--- src/rtl/cnn_conv_sequencer.sv ---
// cnn_conv_sequencer: address/control sequencer for the vector MAC datapath.
// Walks a valid 2-D convolution (output row, output col, filter row, chunk)
// and emits one VECTOR_SIZE-wide read beat per accepted handshake.
// Optional feature macro: CNN_SEQ_PERF_EN adds beat and stall counters.
module cnn_conv_sequencer #(
  parameter int VECTOR_SIZE = 8,
  parameter int DIM_WIDTH   = 16,
  parameter int ADDR_WIDTH  = 12
) (
  input  logic                   clkIn,
  input  logic                   rstIn,
  input  logic                   startIn,
  input  logic [DIM_WIDTH-1:0]   filtRowsIn,
  input  logic [DIM_WIDTH-1:0]   filtColsIn,
  input  logic [DIM_WIDTH-1:0]   dataRowsIn,
  input  logic [DIM_WIDTH-1:0]   dataColsIn,
  input  logic                   readyIn,
  output logic                   validOut,
  output logic [ADDR_WIDTH-1:0]  dataAddrOut,
  output logic [ADDR_WIDTH-1:0]  filtAddrOut,
  output logic [VECTOR_SIZE-1:0] laneMaskOut,
  output logic                   lastOut,
  output logic                   busyOut,
  output logic                   doneOut,
  output logic                   errOut
`ifdef CNN_SEQ_PERF_EN
  ,
  output logic [31:0]            stallCntOut,
  output logic [31:0]            beatCntOut
`endif
);

  localparam int LANE_SHIFT = $clog2(VECTOR_SIZE);
  localparam logic [DIM_WIDTH-1:0]   LANE_MOD  = DIM_WIDTH'(VECTOR_SIZE - 1);
  localparam logic [ADDR_WIDTH-1:0]  VEC_STEP  = ADDR_WIDTH'(VECTOR_SIZE);
  localparam logic [2*DIM_WIDTH-1:0] MAX_ELEMS = (2*DIM_WIDTH)'(1) << ADDR_WIDTH;

  typedef enum logic [1:0] {IDLE, SETUP, RUN, DONE} stateT;
  stateT state;

  logic [DIM_WIDTH-1:0]   filtRows, filtCols, dataRows, dataCols;
  logic [DIM_WIDTH-1:0]   outRows, outCols, chunks;
  logic [VECTOR_SIZE-1:0] lastMask;
  logic [DIM_WIDTH-1:0]   rIdx, cIdx, frIdx, kIdx;
  logic [ADDR_WIDTH-1:0]  rowStart, cellBase, rowAddr, filtRowAddr;

  // Setup-phase derived quantities (from latched dimensions)
  logic [DIM_WIDTH-1:0]   rem, setupChunks;
  logic [VECTOR_SIZE-1:0] setupLastMask;
  logic [2*DIM_WIDTH-1:0] dataElems;
  logic                   setupErr;

  // Next-beat values for the incremental loop nest
  logic [DIM_WIDTH-1:0]   nextK, nextFr, nextC, nextR;
  logic [ADDR_WIDTH-1:0]  nextRowStart, nextCellBase, nextRowAddr, nextDataAddr;
  logic [ADDR_WIDTH-1:0]  nextFiltRowAddr, nextFiltAddr;
  logic                   nextKLast, nextFrLast, finalBeat;
  logic                   kLast, frLast, cLast, rLast;
  logic [ADDR_WIDTH-1:0]  colStep, filtStep;
  logic                   accept;

  assign colStep  = ADDR_WIDTH'(dataCols);
  assign filtStep = ADDR_WIDTH'(filtCols);
  assign kLast    = (kIdx  == chunks   - 1'b1);
  assign frLast   = (frIdx == filtRows - 1'b1);
  assign cLast    = (cIdx  == outCols  - 1'b1);
  assign rLast    = (rIdx  == outRows  - 1'b1);
  assign accept   = validOut && readyIn;

  // Chunk count, final-chunk lane mask and configuration check
  always_comb begin
    rem           = filtCols & LANE_MOD;
    setupChunks   = (filtCols >> LANE_SHIFT) + DIM_WIDTH'(rem != '0);
    setupLastMask = (rem == '0) ? '1 : ~({VECTOR_SIZE{1'b1}} << rem);
    dataElems     = (2*DIM_WIDTH)'(dataRows) * (2*DIM_WIDTH)'(dataCols);
    setupErr      = (filtRows == '0) || (filtCols == '0) ||
                    (dataRows == '0) || (dataCols == '0) ||
                    (filtRows > dataRows) || (filtCols > dataCols) ||
                    (dataElems > MAX_ELEMS);
  end

  // Advance chunk, then filter row, then output col, then output row
  always_comb begin
    // NOTE: every output gets a default first so no path leaves it unassigned, which would infer a latch.
    nextK           = kIdx;
    nextFr          = frIdx;
    nextC           = cIdx;
    nextR           = rIdx;
    nextRowStart    = rowStart;
    nextCellBase    = cellBase;
    nextRowAddr     = rowAddr;
    nextDataAddr    = dataAddrOut;
    nextFiltRowAddr = filtRowAddr;
    nextFiltAddr    = filtAddrOut;
    nextKLast       = kLast;
    nextFrLast      = frLast;
    finalBeat       = 1'b0;
    if (!kLast) begin
      nextK        = kIdx + 1'b1;
      nextDataAddr = dataAddrOut + VEC_STEP;
      nextFiltAddr = filtAddrOut + VEC_STEP;
      nextKLast    = (kIdx + 1'b1 == chunks - 1'b1);
    end else begin
      nextK     = '0;
      nextKLast = (chunks == DIM_WIDTH'(1));
      if (!frLast) begin
        nextFr          = frIdx + 1'b1;
        nextRowAddr     = rowAddr + colStep;
        nextDataAddr    = rowAddr + colStep;
        nextFiltRowAddr = filtRowAddr + filtStep;
        nextFiltAddr    = filtRowAddr + filtStep;
        nextFrLast      = (frIdx + 1'b1 == filtRows - 1'b1);
      end else begin
        nextFr          = '0;
        nextFiltRowAddr = '0;
        nextFiltAddr    = '0;
        nextFrLast      = (filtRows == DIM_WIDTH'(1));
        if (!cLast) begin
          nextC        = cIdx + 1'b1;
          nextCellBase = cellBase + 1'b1;
          nextRowAddr  = cellBase + 1'b1;
          nextDataAddr = cellBase + 1'b1;
        end else begin
          nextC = '0;
          if (!rLast) begin
            nextR        = rIdx + 1'b1;
            nextRowStart = rowStart + colStep;
            nextCellBase = rowStart + colStep;
            nextRowAddr  = rowStart + colStep;
            nextDataAddr = rowStart + colStep;
          end else begin
            finalBeat = 1'b1;
          end
        end
      end
    end
  end

  // Control FSM with registered beat and status outputs
  always_ff @(posedge clkIn or negedge rstIn) begin
    // NOTE: every register, including the latched configuration, is reset so a mid-run reset leaves no partial beat.
    if (!rstIn) begin
      state       <= IDLE;
      filtRows    <= '0;
      filtCols    <= '0;
      dataRows    <= '0;
      dataCols    <= '0;
      outRows     <= '0;
      outCols     <= '0;
      chunks      <= '0;
      lastMask    <= '0;
      rIdx        <= '0;
      cIdx        <= '0;
      frIdx       <= '0;
      kIdx        <= '0;
      rowStart    <= '0;
      cellBase    <= '0;
      rowAddr     <= '0;
      filtRowAddr <= '0;
      validOut    <= 1'b0;
      dataAddrOut <= '0;
      filtAddrOut <= '0;
      laneMaskOut <= '0;
      lastOut     <= 1'b0;
      busyOut     <= 1'b0;
      doneOut     <= 1'b0;
      errOut      <= 1'b0;
    end else begin
      // NOTE: non-blocking assignments so every register samples pre-edge values.
      case (state)
        IDLE: begin
          if (startIn) begin
            filtRows <= filtRowsIn;
            filtCols <= filtColsIn;
            dataRows <= dataRowsIn;
            dataCols <= dataColsIn;
            errOut   <= 1'b0;
            busyOut  <= 1'b1;
            state    <= SETUP;
          end
        end
        SETUP: begin
          outRows     <= dataRows - filtRows + 1'b1;
          outCols     <= dataCols - filtCols + 1'b1;
          chunks      <= setupChunks;
          lastMask    <= setupLastMask;
          rIdx        <= '0;
          cIdx        <= '0;
          frIdx       <= '0;
          kIdx        <= '0;
          rowStart    <= '0;
          cellBase    <= '0;
          rowAddr     <= '0;
          filtRowAddr <= '0;
          dataAddrOut <= '0;
          filtAddrOut <= '0;
          if (setupErr) begin
            errOut  <= 1'b1;
            doneOut <= 1'b1;
            state   <= DONE;
          end else begin
            validOut    <= 1'b1;
            laneMaskOut <= (setupChunks == DIM_WIDTH'(1)) ? setupLastMask : '1;
            lastOut     <= (filtRows == DIM_WIDTH'(1)) && (setupChunks == DIM_WIDTH'(1));
            state       <= RUN;
          end
        end
        RUN: begin
          if (accept) begin
            if (finalBeat) begin
              validOut    <= 1'b0;
              dataAddrOut <= '0;
              filtAddrOut <= '0;
              laneMaskOut <= '0;
              lastOut     <= 1'b0;
              doneOut     <= 1'b1;
              state       <= DONE;
            end else begin
              kIdx        <= nextK;
              frIdx       <= nextFr;
              cIdx        <= nextC;
              rIdx        <= nextR;
              rowStart    <= nextRowStart;
              cellBase    <= nextCellBase;
              rowAddr     <= nextRowAddr;
              filtRowAddr <= nextFiltRowAddr;
              dataAddrOut <= nextDataAddr;
              filtAddrOut <= nextFiltAddr;
              laneMaskOut <= nextKLast ? lastMask : '1;
              lastOut     <= nextKLast && nextFrLast;
            end
          end
        end
        DONE: begin
          doneOut <= 1'b0;
          busyOut <= 1'b0;
          state   <= IDLE;
        end
        default: state <= IDLE;
      endcase
    end
  end

`ifdef CNN_SEQ_PERF_EN
  // Saturating accepted-beat and stall-cycle counters, cleared on start
  always_ff @(posedge clkIn or negedge rstIn) begin
    if (!rstIn) begin
      beatCntOut  <= '0;
      stallCntOut <= '0;
    end else if (state == IDLE && startIn) begin
      beatCntOut  <= '0;
      stallCntOut <= '0;
    end else if (state == RUN) begin
      if (accept && beatCntOut != '1)
        beatCntOut <= beatCntOut + 1'b1;
      if (validOut && !readyIn && stallCntOut != '1)
        stallCntOut <= stallCntOut + 1'b1;
    end
  end
`endif

endmodule

--- config.mk ---
export PLATFORM = sky130hd
export DESIGN_NAME = cnn_conv_sequencer
export DESIGN_NICKNAME = d
export VERILOG_FILES = /design/src/rtl/cnn_conv_sequencer.sv
export SDC_FILE = /design/constraint.sdc
export NUM_CORES = 1
export LEC_CHECK = 0
export CORE_MARGIN = 10
export CORE_UTILIZATION = 50
export CTS_CLUSTER_SIZE = 14
export DETAILED_ROUTE_END_ITERATION = 10
export GPL_TIMING_DRIVEN = 0
export PLACE_DENSITY_LB_ADDON = 0.3
export SLEW_MARGIN = 5
export SYNTH_ARGS = -nofsm -noshare
export SYNTH_HDL_FRONTEND = slang
export SYNTH_SLANG_ARGS = --single-unit
--- constraint.sdc ---
create_clock -name clkIn -period 10.3 [get_ports clkIn]
set_input_delay 1.545 -clock clkIn [delete_from_list [all_inputs] [get_ports clkIn]]
set_output_delay 1.545 -clock clkIn [all_outputs]
set_load 0.03 [all_outputs]
==> impl_metrics.tcl, run 1 <==
set metrics [dict create \
    antenna_found_initial 1 \
    cts_max_level 2 \
    synth_top_area_frac 0.240 \
    critPathMostFrequentCell "fa_1" \
    synthCells 3183 \
    drv_cap 0 \
    outcome "complete, no violations" \
    cts_buffers 35 \
    finalSetupViolations 0 \
    required_ns 10.75 \
    end_kind "flip-flop" \
    crit_path_max_fanout 10 \
    synth_top_family_by_area "adder cells" \
    hold_viol 0 \
    synth_edf_count 0 \
    die-area_um2 65900 \
    firstDrtPassIters 7 \
    core_um2 55300 \
    grt_pass1_wl_um 134000 \
    routed_wl_um 85400 \
    crit_buf_inv 7 \
    min_delay_path_depth 1 \
    synth.top_cells.by_area "dfrtp_1 24%, fa_1 14%, ha_1 11%" \
    nets 3842 \
    synthMuxAreaShare 0.0492 \
    cpPeakStageDelay_ns 0.76 \
    die_x_um 257 \
    cts_setup_buffers 0 \
    synth-main-ff-cell "dfrtp_1" \
    fill_cells 5109 \
    synth_top_area_cell "dfrtp_1" \
    drc 0 \
    cp_top_family "adder cells" \
    startpoint "dataCols[6]" \
    synthAdderAreaFrac 0.253 \
    fin_skew_ns 0.0283 \
    ys_seq_area_frac 0.240 \
    cts_hold_buf 0 \
    ys_ff_latch 269 \
    synth_compound_area_frac 0.126 \
    holdCritPathClass "flip-flop to flip-flop" \
    clockBufferDepth 3 \
    r2r_cells 24 \
    synthXorXnorAreaFrac 0.0766 \
    io_pins 105 \
    n_antenna_cell 0 \
    r2r-end "laneMaskOut[1]" \
    regArea_um2 6730 \
    multiInputGateArea_um2 19400 \
    worst_pin_slew_ns 1.32 \
    rsz0062_at_grt "no" \
    clk_pin_slew_ns 0.07 \
    cp_cell_sequence "inv_1 -> buf_1 -> nor2_1 -> fa_1 -> inv_1 -> fa_1 -> inv_1 -> fa_1 -> fa_1 -> fa_1 -> inv_1 -> fa_1 -> inv_1 -> ha_1 -> buf_2 -> a21oi_1 -> o21ai_0 -> a211oi_1 -> a311o_1 -> a2111oi_0 -> nand4_1 -> o31ai_2 -> nand2_1 -> mux2_2" \
    critPathLaunchType "flip-flop" \
    synth_warnings 0 \
    finish.instance_area_um2 31200 \
    cts_sinks 269 \
    path_class "flip-flop to flip-flop" \
    finalCritPeriodShare 0.933 \
    overflow 0 \
    grt_pass1_vias 23200 \
    areaGrowthSynthToFinish_pct 11.4 \
    postPlaceCellArea_um2 30000 \
    rows 86 \
    cp_num_cells 24 \
    gp_congestion 0.973 \
    drive_gt1_frac 0.0704 \
    cp_slowest_cell "buf_1" \
    yosys.area_share.simple 0.188 \
    synth_fp_nets 3698 \
    start_util 0.506 \
    clock.fmax_ghz 0.104 \
    wl_per_cell_um 20.8 \
    clk_latency_ns 0.58 \
    synth_area_um2 28000 \
    vias 24100 \
    worstPathArrival_ns 10.07 \
    final_antenna_net_count 0 \
    portBuffers 104 \
    rr_startpoint "dataCols[6]" \
    cts_resized 0 \
    cts_root_buf "clkbuf_16" \
    drt_iter0_drc 2073 \
    cts_tree "built" \
    syn_area_per_cell_um2 8.80 \
    viasPerCell 5.87 \
    reg2reg_setup_slack_ns 0.69 \
    synth_commonest_cells "344 x inv_1, 334 x nand2_1, 278 x nor2_1" \
    synth.most_common_cell "inv_1" \
    ys_types 99 \
    min_period_ns 9.61 \
    die_y_um 257 \
    dp_hpwl_um 67600 \
    slew_viol_final 0 \
    grt.total_usage 0.255 \
    grt_max_degree 110 \
    endpoint "laneMaskOut[1]" \
    async_flop_share 1.00 \
    max-slew-margin-rel 0.121 \
]
flip-flops by register name, summed over array words and instances, names as in the netlist, 2 cells and up:
| register | count |
|---|---|
| cIdx | 16 |
| cellBase | 12 |
| chunks | 14 |
| dataAddrOut | 12 |
| dataCols | 16 |
| dataRows | 16 |
| filtAddrOut | 12 |
| filtCols | 16 |
| filtRowAddr | 12 |
| filtRows | 16 |
| frIdx | 16 |
| kIdx | 16 |
| laneMaskOut | 8 |
| lastMask | 8 |
| outCols | 16 |
| outRows | 16 |
| rIdx | 16 |
| rowAddr | 12 |
| rowStart | 12 |
| state | 2 |
area by class of cell:
class,count,share of cell area
multi-input cells,2429,0.622
flip-flops and latches,269,0.216
inverters,352,0.0424
repair buffers,107,0.0355
clock buffers,47,0.0318
well taps,748,0.0300
plain buffers,133,0.0180
clock inverters,14,0.00501
cells by family (layout without fill, tap and decap cells):
group | Yosys count | in the layout
adders and majority gates | 447 | 447
DFF | 269 | 269
muxes | 125 | 125
AOI/OAI and AO/OA | 557 | 557
buffers and inverters | 485 | 653
xor gates and xnor gates | 236 | 236
and+or+nand+nor | 1064 | 1064
through the flow:
| stage | utilization | setup WS [ns] | hold WS [ns] | std cells | TNS, ns |
|---|---|---|---|---|---|
| floorplan | - | 3.18 | 0.431 | 3183 | 0 |
| global placement | 0.542 | -4.50 | 0.454 | 4035 | -1201.28 |
| detailed placement | 0.543 | 0.915 | 0.448 | 4038 | 0 |
| CTS | 0.564 | 0.888 | 0.462 | 4099 | 0 |
| global route | 0.564 | 0.348 | 0.489 | 4099 | 0 |
| finish | 0.564 | 0.685 | 0.465 | 4099 | 0 |
routing by layer:
metal  global-route usage  vias to the layer above  part of all wire
met4                0.115                        6             0.051
met2                0.420                      915              0.47
li1                     -                    11100                 -
met5                    0                        -           0.00047
met3               0.0379                      213             0.067
met1                0.326                    11800              0.42
layout by cell type (no fill, tap or decap), drive strengths merged, types with 26 or more instances in the layout:
cell             n
a21o            32
a21oi          122
and2            26
and3            43
buf             39
clkbuf         145
clkdlybuf4s50  103
dfrtp          269
fa             199
ha             248
inv            349
mux2            98
mux2i           27
nand2          335
nand3           83
nand4           51
nor2           279
nor3            72
nor4            38
o21ai          192
o31ai           28
xnor2          148
xor2            83
worst min path at each step:
stage                      from           to  slack [ns]
global placement    lastMask[0]  lastMask[0]        0.45
floorplan           lastMask[0]  lastMask[0]        0.43
global route        lastMask[0]  lastMask[0]        0.49
CTS                 lastMask[0]  lastMask[0]        0.46
detailed placement  lastMask[0]  lastMask[0]        0.45
finish              lastMask[0]  lastMask[0]        0.46
Power of run 1 is not shown: default switching activity piles up to over one toggle a cycle in this logic, so the estimate is an artifact.
==> inputs of run 2 (changes only) <==
MAX_ROUTING_LAYER = met4   (was unset)
==> impl_metrics.tcl, run 2 (synthesis gave the netlist of run 1 again) <==
set metrics [dict create \
    clock.fmax_ghz 0.104 \
    drc 0 \
    vias 24100 \
    wl_met2_um 40100 \
    path_class "flip-flop to flip-flop" \
    grt.total_usage 0.267 \
    grt_pass1_vias 23900 \
    critPathLaunchType "flip-flop" \
    die_x_um 257 \
    drt_iter0_drc 1847 \
    core_um2 55300 \
    gp_congestion 0.982 \
    drive_gt1_frac 0.0716 \
    min_period_ns 9.63 \
    cp_slowest_cell "buf_1" \
    areaGrowthSynthToFinish_pct 12.1 \
    viasPerCell 5.88 \
    end_kind "flip-flop" \
    outcome "complete, no violations" \
    finish.instance_area_um2 31400 \
    slew_viol_final 0 \
    finalSetupViolations 0 \
    antenna_found_initial 1 \
    worst_pin_slew_ns 1.30 \
    portBuffers 104 \
    cts_tree "built" \
    cts_hold_buf 0 \
    die_y_um 257 \
    grt_max_degree 79 \
    cts_max_level 2 \
    rows 86 \
    max-slew-margin-rel 0.134 \
    fin_skew_ns 0.0324 \
    critPathMostFrequentCell "fa_1" \
    overflow 0 \
    nets 3844 \
    cts_setup_buffers 0 \
    final_antenna_net_count 0 \
    clockBufferDepth 3 \
    postPlaceCellArea_um2 30100 \
    required_ns 10.72 \
    cp_cell_sequence "inv_1 -> buf_1 -> nor2_1 -> fa_1 -> inv_1 -> fa_1 -> inv_1 -> fa_1 -> fa_1 -> fa_1 -> inv_1 -> fa_1 -> inv_1 -> ha_1 -> buf_2 -> a21oi_1 -> o21ai_0 -> a211oi_1 -> a311o_1 -> a2111oi_0 -> nand4_1 -> o31ai_2 -> nand2_1 -> mux2_2" \
    cpPeakStageDelay_ns 0.82 \
    dp_hpwl_um 68500 \
    io_pins 105 \
    wl_met3_um 5770 \
    wl_per_cell_um 21.0 \
    holdCritPathClass "flip-flop to flip-flop" \
    drv_cap 0 \
    drt-met1-wl_um 35500 \
    clk_latency_ns 0.57 \
    cts_sinks 269 \
    cts_buffers 36 \
    worstPathArrival_ns 10.06 \
    hold_viol 0 \
    top_layer_used "met4" \
    crit_path_max_fanout 10 \
    layout_common_cells "344 x inv_1, 334 x nand2_1, 278 x nor2_1" \
    layout_commonest_cell "inv_1" \
    rsz0062_at_grt "no" \
    finalCritPeriodShare 0.935 \
    firstDrtPassIters 5 \
    routed_wl_um 86100 \
    die-area_um2 65900 \
    start_util 0.506 \
    fill_cells 5075 \
    cts_root_buf "clkbuf_16" \
    n_antenna_cell 0 \
    grt_pass1_wl_um 136000 \
    clk_pin_slew_ns 0.06 \
    cts_resized 0 \
]
==> run 2: layout make-up <==
cell class,instances,area [um2],share of cell area
multi-input cells,2429,19400,0.618
flip-flops and latches,269,6730,0.215
inverters,352,1320,0.0421
repair buffers,108,1130,0.0361
clock buffers,47,1020,0.0326
well taps,748,936,0.0298
plain buffers,133,561,0.0179
clock inverters,16,285,0.00909
==> run 2: path summary, 6_finish.rpt <==
kind	from	endpoint	slack (ns)	depth (start not counted)
max in group asynchronous	rstIn	kIdx[6]	7.90	4
hold / removal	rowStart[6]	rowStart[6]	0.47	2
setup / recovery	dataCols[6]	laneMaskOut[2]	0.67	24
setup reg to reg	dataCols[6]	laneMaskOut[2]	0.67	24
min in group asynchronous	rstIn	frIdx[3]	0.90	1
hold reg to reg	rowStart[6]	rowStart[6]	0.47	2
==> run 2: critical path: cells and delay by family (launching register included) <==
| kind | cells | cell delay (ns) |
|---|---|---|
| adders and majority gates | 7 | 3.49 |
| AOI/OAI and AO/OA | 6 | 2.27 |
| buffers and inverters | 7 | 1.65 |
| and+or+nand+nor | 3 | 0.94 |
| DFF | 1 | 0.70 |
| muxes | 1 | 0.41 |
==> run 2: metrics by stage <==
| step | TNS [ns] | utilization | setup slack (ns) | cells | hold WS [ns] |
|---|---|---|---|---|---|
| after floorplan | 0 | - | 3.18 | 3183 | 0.431 |
| after global placement | -1199.65 | 0.542 | -4.49 | 4035 | 0.453 |
| after detailed placement | 0 | 0.544 | 0.970 | 4039 | 0.447 |
| after CTS | 0 | 0.567 | 0.919 | 4102 | 0.473 |
| after global routing | 0 | 0.567 | 0.316 | 4102 | 0.500 |
| final | 0 | 0.567 | 0.667 | 4102 | 0.474 |
==> run 2: per-layer routing <==
layer | up-vias | track usage
met1 | 11800 | 0.331
met2 | 911 | 0.427
li1 | 11200 | -
met3 | 221 | 0.0340
met5 | - | -
met4 | 0 | 0.129
Power of run 2 is left out for the same reason.
